### src/rtl/mvm_ctrl.sv
// Matrix-vector multiply sequencer: issues vector/matrix read addresses one word
// per cycle and delays valid/first/last framing to line up with memory read data.
module mvm_ctrl #(
    parameter int unsigned VEC_ADDRW = 8,
    parameter int unsigned MAT_ADDRW = 9,
    parameter int unsigned MEM_LAT   = 2
) (
    input  logic                 clk,
    input  logic                 rst,
    input  logic                 start,
    input  logic [VEC_ADDRW-1:0] vec_start_addr,
    input  logic [VEC_ADDRW:0]   vec_num_words,
    input  logic [MAT_ADDRW-1:0] mat_start_addr,
    input  logic [MAT_ADDRW:0]   mat_num_rows,
    output logic [VEC_ADDRW-1:0] vec_raddr,
    output logic [MAT_ADDRW-1:0] mat_raddr,
    output logic                 valid,
    output logic                 first,
    output logic                 last,
    output logic                 busy
);

    typedef enum logic [1:0] {
        IDLE  = 2'd0,
        RUN   = 2'd1,
        DRAIN = 2'd2
    } state_t;

    localparam logic [VEC_ADDRW-1:0] VADDR_ONE  = 1;
    localparam logic [MAT_ADDRW-1:0] MADDR_ONE  = 1;
    localparam logic [VEC_ADDRW:0]   WCNT_ONE   = 1;
    localparam logic [MAT_ADDRW:0]   RCNT_ONE   = 1;
    localparam logic [3:0]           DRAIN_LAST = 4'(MEM_LAT - 1);
    localparam logic [3:0]           DRAIN_ONE  = 1;

    state_t state, state_nxt;

    logic [VEC_ADDRW:0]   cfg_words;
    logic [MAT_ADDRW:0]   cfg_rows;
    logic [VEC_ADDRW-1:0] cfg_vec_base;
    logic [VEC_ADDRW:0]   w_cnt;
    logic [MAT_ADDRW:0]   r_cnt;
    logic [3:0]           drain_cnt;

    logic [MEM_LAT-1:0]   pipe_v;
    logic [MEM_LAT-1:0]   pipe_f;
    logic [MEM_LAT-1:0]   pipe_l;

    logic start_ok;
    logic w_last;
    logic r_last;
    logic issue;
    logic issue_first;
    logic issue_last;
    logic done;

    assign start_ok = start && (vec_num_words != '0) && (mat_num_rows != '0);
    assign w_last   = (w_cnt == cfg_words - WCNT_ONE);
    assign r_last   = (r_cnt == cfg_rows - RCNT_ONE);

    always_ff @(posedge clk) begin
        if (rst) begin
            state <= IDLE;
        end else begin
            state <= state_nxt;
        end
    end

    always_comb begin
        state_nxt   = state;
        issue       = 1'b0;
        issue_first = 1'b0;
        issue_last  = 1'b0;
        done        = 1'b0;
        unique case (state)
            IDLE: begin
                if (start_ok) begin
                    state_nxt = RUN;
                end
            end
            RUN: begin
                issue       = 1'b1;
                issue_first = (w_cnt == '0);
                issue_last  = w_last;
                done        = w_last && r_last;
                if (done) begin
                    state_nxt = DRAIN;
                end
            end
            DRAIN: begin
                if (drain_cnt == DRAIN_LAST) begin
                    state_nxt = IDLE;
                end
            end
            default: state_nxt = IDLE;
        endcase
    end

    // Address registers double as the issue pointers; they hold after the final issue.
    always_ff @(posedge clk) begin
        if (rst) begin
            cfg_words    <= '0;
            cfg_rows     <= '0;
            cfg_vec_base <= '0;
            w_cnt        <= '0;
            r_cnt        <= '0;
            drain_cnt    <= '0;
            vec_raddr    <= '0;
            mat_raddr    <= '0;
        end else begin
            unique case (state)
                IDLE: begin
                    if (start_ok) begin
                        cfg_words    <= vec_num_words;
                        cfg_rows     <= mat_num_rows;
                        cfg_vec_base <= vec_start_addr;
                        w_cnt        <= '0;
                        r_cnt        <= '0;
                        vec_raddr    <= vec_start_addr;
                        mat_raddr    <= mat_start_addr;
                    end
                end
                RUN: begin
                    if (done) begin
                        drain_cnt <= '0;
                    end else begin
                        mat_raddr <= mat_raddr + MADDR_ONE;
                        if (w_last) begin
                            vec_raddr <= cfg_vec_base;
                            w_cnt     <= '0;
                            r_cnt     <= r_cnt + RCNT_ONE;
                        end else begin
                            vec_raddr <= vec_raddr + VADDR_ONE;
                            w_cnt     <= w_cnt + WCNT_ONE;
                        end
                    end
                end
                DRAIN: begin
                    drain_cnt <= drain_cnt + DRAIN_ONE;
                end
                default: ;
            endcase
        end
    end

    always_ff @(posedge clk) begin
        if (rst) begin
            pipe_v <= '0;
            pipe_f <= '0;
            pipe_l <= '0;
        end else begin
            pipe_v[0] <= issue;
            pipe_f[0] <= issue_first;
            pipe_l[0] <= issue_last;
            for (int unsigned i = 1; i < MEM_LAT; i++) begin
                pipe_v[i] <= pipe_v[i-1];
                pipe_f[i] <= pipe_f[i-1];
                pipe_l[i] <= pipe_l[i-1];
            end
        end
    end

    assign valid = pipe_v[MEM_LAT-1];
    assign first = valid & pipe_f[MEM_LAT-1];
    assign last  = valid & pipe_l[MEM_LAT-1];
    assign busy  = (state != IDLE);

endmodule

### config.mk
export PLATFORM = sky130hd
export DESIGN_NAME = mvm_ctrl
export DESIGN_NICKNAME = d
export VERILOG_FILES = /design/src/rtl/mvm_ctrl.sv
export SDC_FILE = /design/constraint.sdc
export NUM_CORES = 1
export LEC_CHECK = 0
export CAP_MARGIN = 20
export CORE_MARGIN = 4
export CORE_UTILIZATION = 30
export CTS_CLUSTER_SIZE = 8
export DETAILED_ROUTE_END_ITERATION = 8
export PLACE_DENSITY = 0.53
export SYNTH_ARGS = -nofsm -noshare
export SYNTH_HDL_FRONTEND = slang
export SYNTH_SLANG_ARGS = --single-unit
### constraint.sdc
create_clock -name clk -period 6.35 [get_ports clk]
set_input_delay 0.635 -clock clk [delete_from_list [all_inputs] [get_ports clk]]
set_output_delay 0.635 -clock clk [all_outputs]
set_load 0.02 [all_outputs]
# ---- Word-level counts from Yosys, hierarchy flattened
# Cells that the tools add are included.
dict set report word_totals {
  reg_bits 75
  input_bits 39
  out_inout_bits 21
  word_cells 74
}
dict set report classes {
  add_sub_neg 7
  eq_ne 11
  n_mux 23
  bitwise_logic 3
  n_reduce_logical 16
}
# cell count
set op_table {}
lappend op_table {{9-bit 2-to-1 mux} 5}
lappend op_table {{9-bit one-hot mux with 2 select lines} 2}
lappend op_table {{10-bit 2-to-1 mux} 3}
lappend op_table {{8-bit 2-to-1 mux} 3}
lappend op_table {{10-bit one-hot mux with 2 select lines} 1}
lappend op_table {{9-bit by 1-bit adder with 9-bit output, second input constant} 2}
lappend op_table {{8-bit one-hot mux with 2 select lines} 1}
lappend op_table {{2-bit != test, second input constant} 6}
lappend op_table {{10-bit by 1-bit adder with 10-bit output, second input constant} 1}
lappend op_table {{10-bit == test} 1}
lappend op_table {{10-bit nonzero test} 1}
lappend op_table {{10-bit by 1-bit subtractor with 10-bit output, second input constant} 1}
lappend op_table {{9-bit == test} 1}
lappend op_table {{9-bit logical NOT} 1}
lappend op_table {{9-bit nonzero test} 1}
lappend op_table {{9-bit by 1-bit subtractor with 9-bit output, second input constant} 1}
lappend op_table {{8-bit by 1-bit adder with 8-bit output, second input constant} 1}
lappend op_table {{4-bit one-hot mux with 2 select lines} 1}
lappend op_table {{2-bit 2-to-1 mux} 3}
lappend op_table {{2-bit one-hot mux with 3 select lines} 1}
lappend op_table {{3-bit AND reduction} 2}
lappend op_table {{2-bit nonzero test} 3}
lappend op_table {{4-bit by 1-bit adder with 4-bit output, second input constant} 1}
lappend op_table {{4-bit by 1-bit == test with 1-bit output, second input constant} 1}
lappend op_table {{11 further kinds} 16}

# ---- Longest topological paths before layout
dict set report logic_depth {
  depth_word 6
  mapped_depth 12
  ltp_nobuf 10
}

# ---- Least setup slack after synthesis
# Ideal clock, no wire load.
dict set report synth_path {
  path_type {register to register}
  start {register cfg_words[0]}
  end {register r_cnt[7]}
  setup_ns 0.070
  arrival_ns 2.668
  required_time_ns 6.280
  slack_ns 3.612
  path_stages_with_launch 12
  n_path_buf 1
  period_less_slack_ns 2.738
  path_cell_list {dfxtp_1 inv_1 ha_1 or3b_2 nor4_1 a21oi_1 a211oi_2 and2_1 buf_4 a31oi_4 or4_1 a21oi_1}
}
dict set report synth_between {
  elab_chain_cells 6
  elab_cells_between_ends 7
  classes_between {add/sub: 1; eq/ne: 3; mux: 1; reduce/logical: 2}
}
# item line_no
set synth_rtl {}
lappend synth_rtl {{from (decl)} 38} ;# logic [VEC_ADDRW:0] cfg_words;
lappend synth_rtl {{from (signal assigned)} 114} ;# cfg_words <= vec_num_words;
lappend synth_rtl {{9-bit by 1-bit subtractor with 9-bit output (*)} 58} ;# assign w_last = (w_cnt == cfg_words - WCNT_ONE);
lappend synth_rtl {{9-bit == test (*)} 58}
lappend synth_rtl {{1-bit logical AND} 85} ;# done = w_last && r_last;
lappend synth_rtl {{1-bit 2-to-1 mux} 75} ;# unique case (state)
lappend synth_rtl {{2-bit != test (no source line)} n/a}
lappend synth_rtl {{4-bit AND reduction (no source line) (*)} n/a}
lappend synth_rtl {{to (signal assigned)} 131} ;# r_cnt <= r_cnt + RCNT_ONE;
lappend synth_rtl {{to (decl)} 42} ;# logic [MAT_ADDRW:0] r_cnt;
# Every way passes the cells marked *; elsewhere a longest branch is shown, timed or not.
# A chain may end at the register's enable or synchronous reset.

# ---- Worst setup path after layout
dict set report layout_path {
  start {register cfg_words[0]}
  end {register vec_raddr[2]}
}
dict set report layout_between {
  elab_chain_cells 6
  elab_cells_between_ends 9
  classes_between {add/sub: 1; eq/ne: 2; mux: 4; reduce/logical: 2}
}
# item line_no
set layout_rtl {}
lappend layout_rtl {{9-bit by 1-bit subtractor with 9-bit output (*)} 58}
lappend layout_rtl {{9-bit == test (*)} 58}
lappend layout_rtl {{1-bit logical AND} 85}
lappend layout_rtl {{1-bit 2-to-1 mux} 75}
lappend layout_rtl {{2-bit != test (no source line)} n/a}
lappend layout_rtl {{3-bit AND reduction (no source line)} n/a}
lappend layout_rtl {{to (signal assigned)} 119} ;# vec_raddr <= vec_start_addr;
lappend layout_rtl {{to (signal assigned)} 129} ;# vec_raddr <= cfg_vec_base;
lappend layout_rtl {{to (signal assigned)} 133} ;# vec_raddr <= vec_raddr + VADDR_ONE;
lappend layout_rtl {{to (decl)} 15} ;# output logic [VEC_ADDRW-1:0] vec_raddr,
# Every way passes the cells marked *; elsewhere a longest branch is shown, timed or not. The select of a mux whose other input is x is not followed.

==> flow_summary.ini <==
[run_status]
status = finished clean

[place]
pre_cts_slack_ps = 2960
dpl.hpwl_um = 7770
dp.cells = 745
gp_congestion = 0.834
io_buffers = 59
post_dp_cell_area_sq_um = 4820

[synth]
synth_top_area_cell = dfxtp_1
netlist_area_sq_um = 4090
ys_types = 53
synth_top_area_share_pct = 36.7
yosys_warnings = 0
ys_seq_elements = 75
synth.area.top_cells = dfxtp_1 37%, nand2_1 8.1%, a21oi_1 7.2%, nor2_1 5.0%, xor2_1 2.8%
async_reset_ff_share_pct = 0
synth-main-ff-cell = dfxtp_1
synth_nets = 584
ys_seq_area_share_pct = 36.7
synth_edf_count = 0
avgSynthCellArea_sq_um = 7.64
syn-instance-count = 536

[timing]
post-route-period-util_pct = 53.8
finClkSkew_ps = 12.5
setup_viol = 0
fmax_ghz = 0.293
relSlewSlack_pct = 44.8
drv_slew = 0
hold_violations = 0
setup_ws_ps = 2940
worst_pin_slew_ps = 820
min_period_ps = 3410
fin_tns_setup_ps = 0
rsz0062_at_grt = false

[route]
wire_per_inst_um = 14.3
route.final.wire_length_um = 10900
ant_nets = 0
drt_pass1_iterations = 8
viasPerCell = 5.08
route.vias.total = 3860
drc = 0
drtIter0Drc = 339

[clock_tree]
cts_setup_buffers = 0
holdBufCountCts = 0
cts_resized = 0
cts_root_buf = clkbuf_16
cts_tree = built
numClockSinks = 75
clock_latency_ps = 330
htreeDepth = 3
clk_pin_slew_ps = 60
clk_path_buf_depth = 2
cts_buffers = 9

[job]
maxCapViolations = 0

[grt]
grt_overflow = 0
grt_max_degree = 72
first_global_vias = 3619
grtUsageTotal_pct = 13.8
antenna_found_initial = 0
grt_pass1_wl_um = 17900

[final_layout]
post_route_cells_drive_above_1_share_pct = 5.31
antenna_cells = 0
final_area_sq_um = 5110
multi_input_area_sq_um = 2400
nets = 628
fin_cells = 760
final_common_cell = nand2_1
syn_to_final_growth_pct = 24.9
final_cell_mix = 88 x nand2_1, 75 x dfxtp_1, 59 x a21oi_1
fillers = 1383
ff_latch_area_sq_um = 1500

[worst_hold_path]
holdPathEnd = pipe_v[1]$_SDFF_PP0_
hold_path_depth = 1
hold_class = reg2reg
min_from = pipe_v[0]$_SDFF_PP0_

[critical_path]
crit_type = reg2reg
r2r_start = cfg_words[0]$_SDFFE_PP0P_
end_kind = register
reg2reg_to = vec_raddr[2]$_SDFFE_PP0P_
r2r_cells = 11
arrival_ps = 3670
required_ps = 6600
critPathLaunchType = register
crit_fanout = 25
r2r_slack_ps = 2940

[die]
initial_core_util_pct = 30.8
core-area_sq_um = 13300
io_pins = 60
die_w_um = 125
die_y_um = 125
rows = 42
dieArea_sq_um = 15600

[pwr]
p_comb_share_pct = 18.0
power.density_nw_per_um2 = 247
switching_share_pct = 27.0
seqPwrFrac_pct = 41.6
p_switching_mw = 0.341
ir_drop_mv = 0.124
internal_power_mw = 0.924
leakage_nw = 1.93
power_frac_clock_pct = 40.4
==> power groups by stage <==
stage / clock (mW) / combinational [mW] / sequential, mW
after global placement: 0 / 0.224 / 0.536
after global routing: 0.541 / 0.251 / 0.531
after CTS: 0.525 / 0.230 / 0.526
final: 0.511 / 0.228 / 0.526
after floorplan: 0 / 0.131 / 0.543
after detailed placement: 0 / 0.229 / 0.537
==> per-layer routing <==
layer	vias up	share of wire [%]	track usage, %
li1	1978	-	-
met3	6	3.4	2.19
met5	-	0	0
met2	68	49	22.6
met4	0	1.2	5.99
met1	1808	47	18.1
==> cell families after synthesis <==
family | share of synthesized area [%]
xor gates and xnor gates | 5.35
DFF | 36.7
adders and majority gates | 2.75
buffers and inverters | 4.80
muxes | 2.20
and+or+nand+nor | 28.1
AOI/OAI and AO/OA | 20.1
==> worst max path at each step <==
stage	depth (start not counted)	end	start
6_report	11	vec_raddr[2]$_SDFFE_PP0P_	cfg_words[0]$_SDFFE_PP0P_
5_1_grt	11	vec_raddr[6]$_SDFFE_PP0P_	cfg_words[0]$_SDFFE_PP0P_
2_1_floorplan	11	r_cnt[7]$_SDFFE_PP0P_	cfg_words[0]$_SDFFE_PP0P_
4_1_cts	11	w_cnt[2]$_SDFFE_PP0P_	cfg_words[0]$_SDFFE_PP0P_
3_5_place_dp	11	w_cnt[2]$_SDFFE_PP0P_	cfg_words[0]$_SDFFE_PP0P_
3_3_place_gp	11	w_cnt[3]$_SDFFE_PP0P_	cfg_words[0]$_SDFFE_PP0P_
==> area by class of cell <==
| type | count | share of cell area [%] |
|---|---|---|
| Inverter | 18 | 1.32 |
| Timing Repair Buffer | 65 | 12.3 |
| Tap cell | 176 | 4.31 |
| Clock inverter | 2 | 0.685 |
| Clock buffer | 13 | 5.09 |
| Multi-Input combinational cell | 411 | 46.9 |
| Sequential cell | 75 | 29.4 |
==> Yosys cell counts, types with 3 or more instances <==
cell       number
a32oi_1         3
xnor2_1        12
a211oi_1        9
buf_1           3
inv_1          18
or3_1           8
and2_1          8
a311oi_1        3
a2111oi_0       3
a31oi_1         7
o21ai_0        14
dfxtp_1        75
nor2_1         55
buf_2           4
or4_1           3
nor2b_1         3
clkbuf_1       24
nand4b_1        3
xor2_1         13
nand2b_1        9
o31ai_1         4
a211o_1         4
ha_1            9
nand2_1        88
a2111o_1        4
mux2i_1         9
nor4_1          8
nand3_1        19
or2_2           3
and3_1          9
a21oi_1        59
nand4_1         5
nor3_1         13
==> state kept, by name, indices dropped and copies added (netlist names) <==
signal and cells:
pipe_v 2, state 2, r_cnt 10, cfg_words 9, pipe_f 2, vec_raddr 8
cfg_vec_base 8, cfg_rows 10, mat_raddr 9, w_cnt 9, drain_cnt 4, pipe_l 2
==> critical path, stage by stage, from the launching register on <==
cell and delay [ps]:
dfxtp_1 350, inv_1 70, ha_1 210, or3b_2 500, nor4_1 310, a21oi_1 100, a211oi_2 410, a41oi_2 360
nor2_2 350, buf_4 350, o21ai_0 160, a21oi_1 150
==> through the flow <==
stage / total power, mW / hold WS (ps) / utilization, %
6_report: 1.26 / 436 / 38.5
5_1_grt: 1.32 / 454 / 38.5
4_1_cts: 1.28 / 438 / 38.5
3_5_place_dp: 0.765 / 425 / 36.2
3_3_place_gp: 0.760 / 425 / 36.2
2_1_floorplan: 0.674 / 414 / -
(Power assumes the default switching activity.)
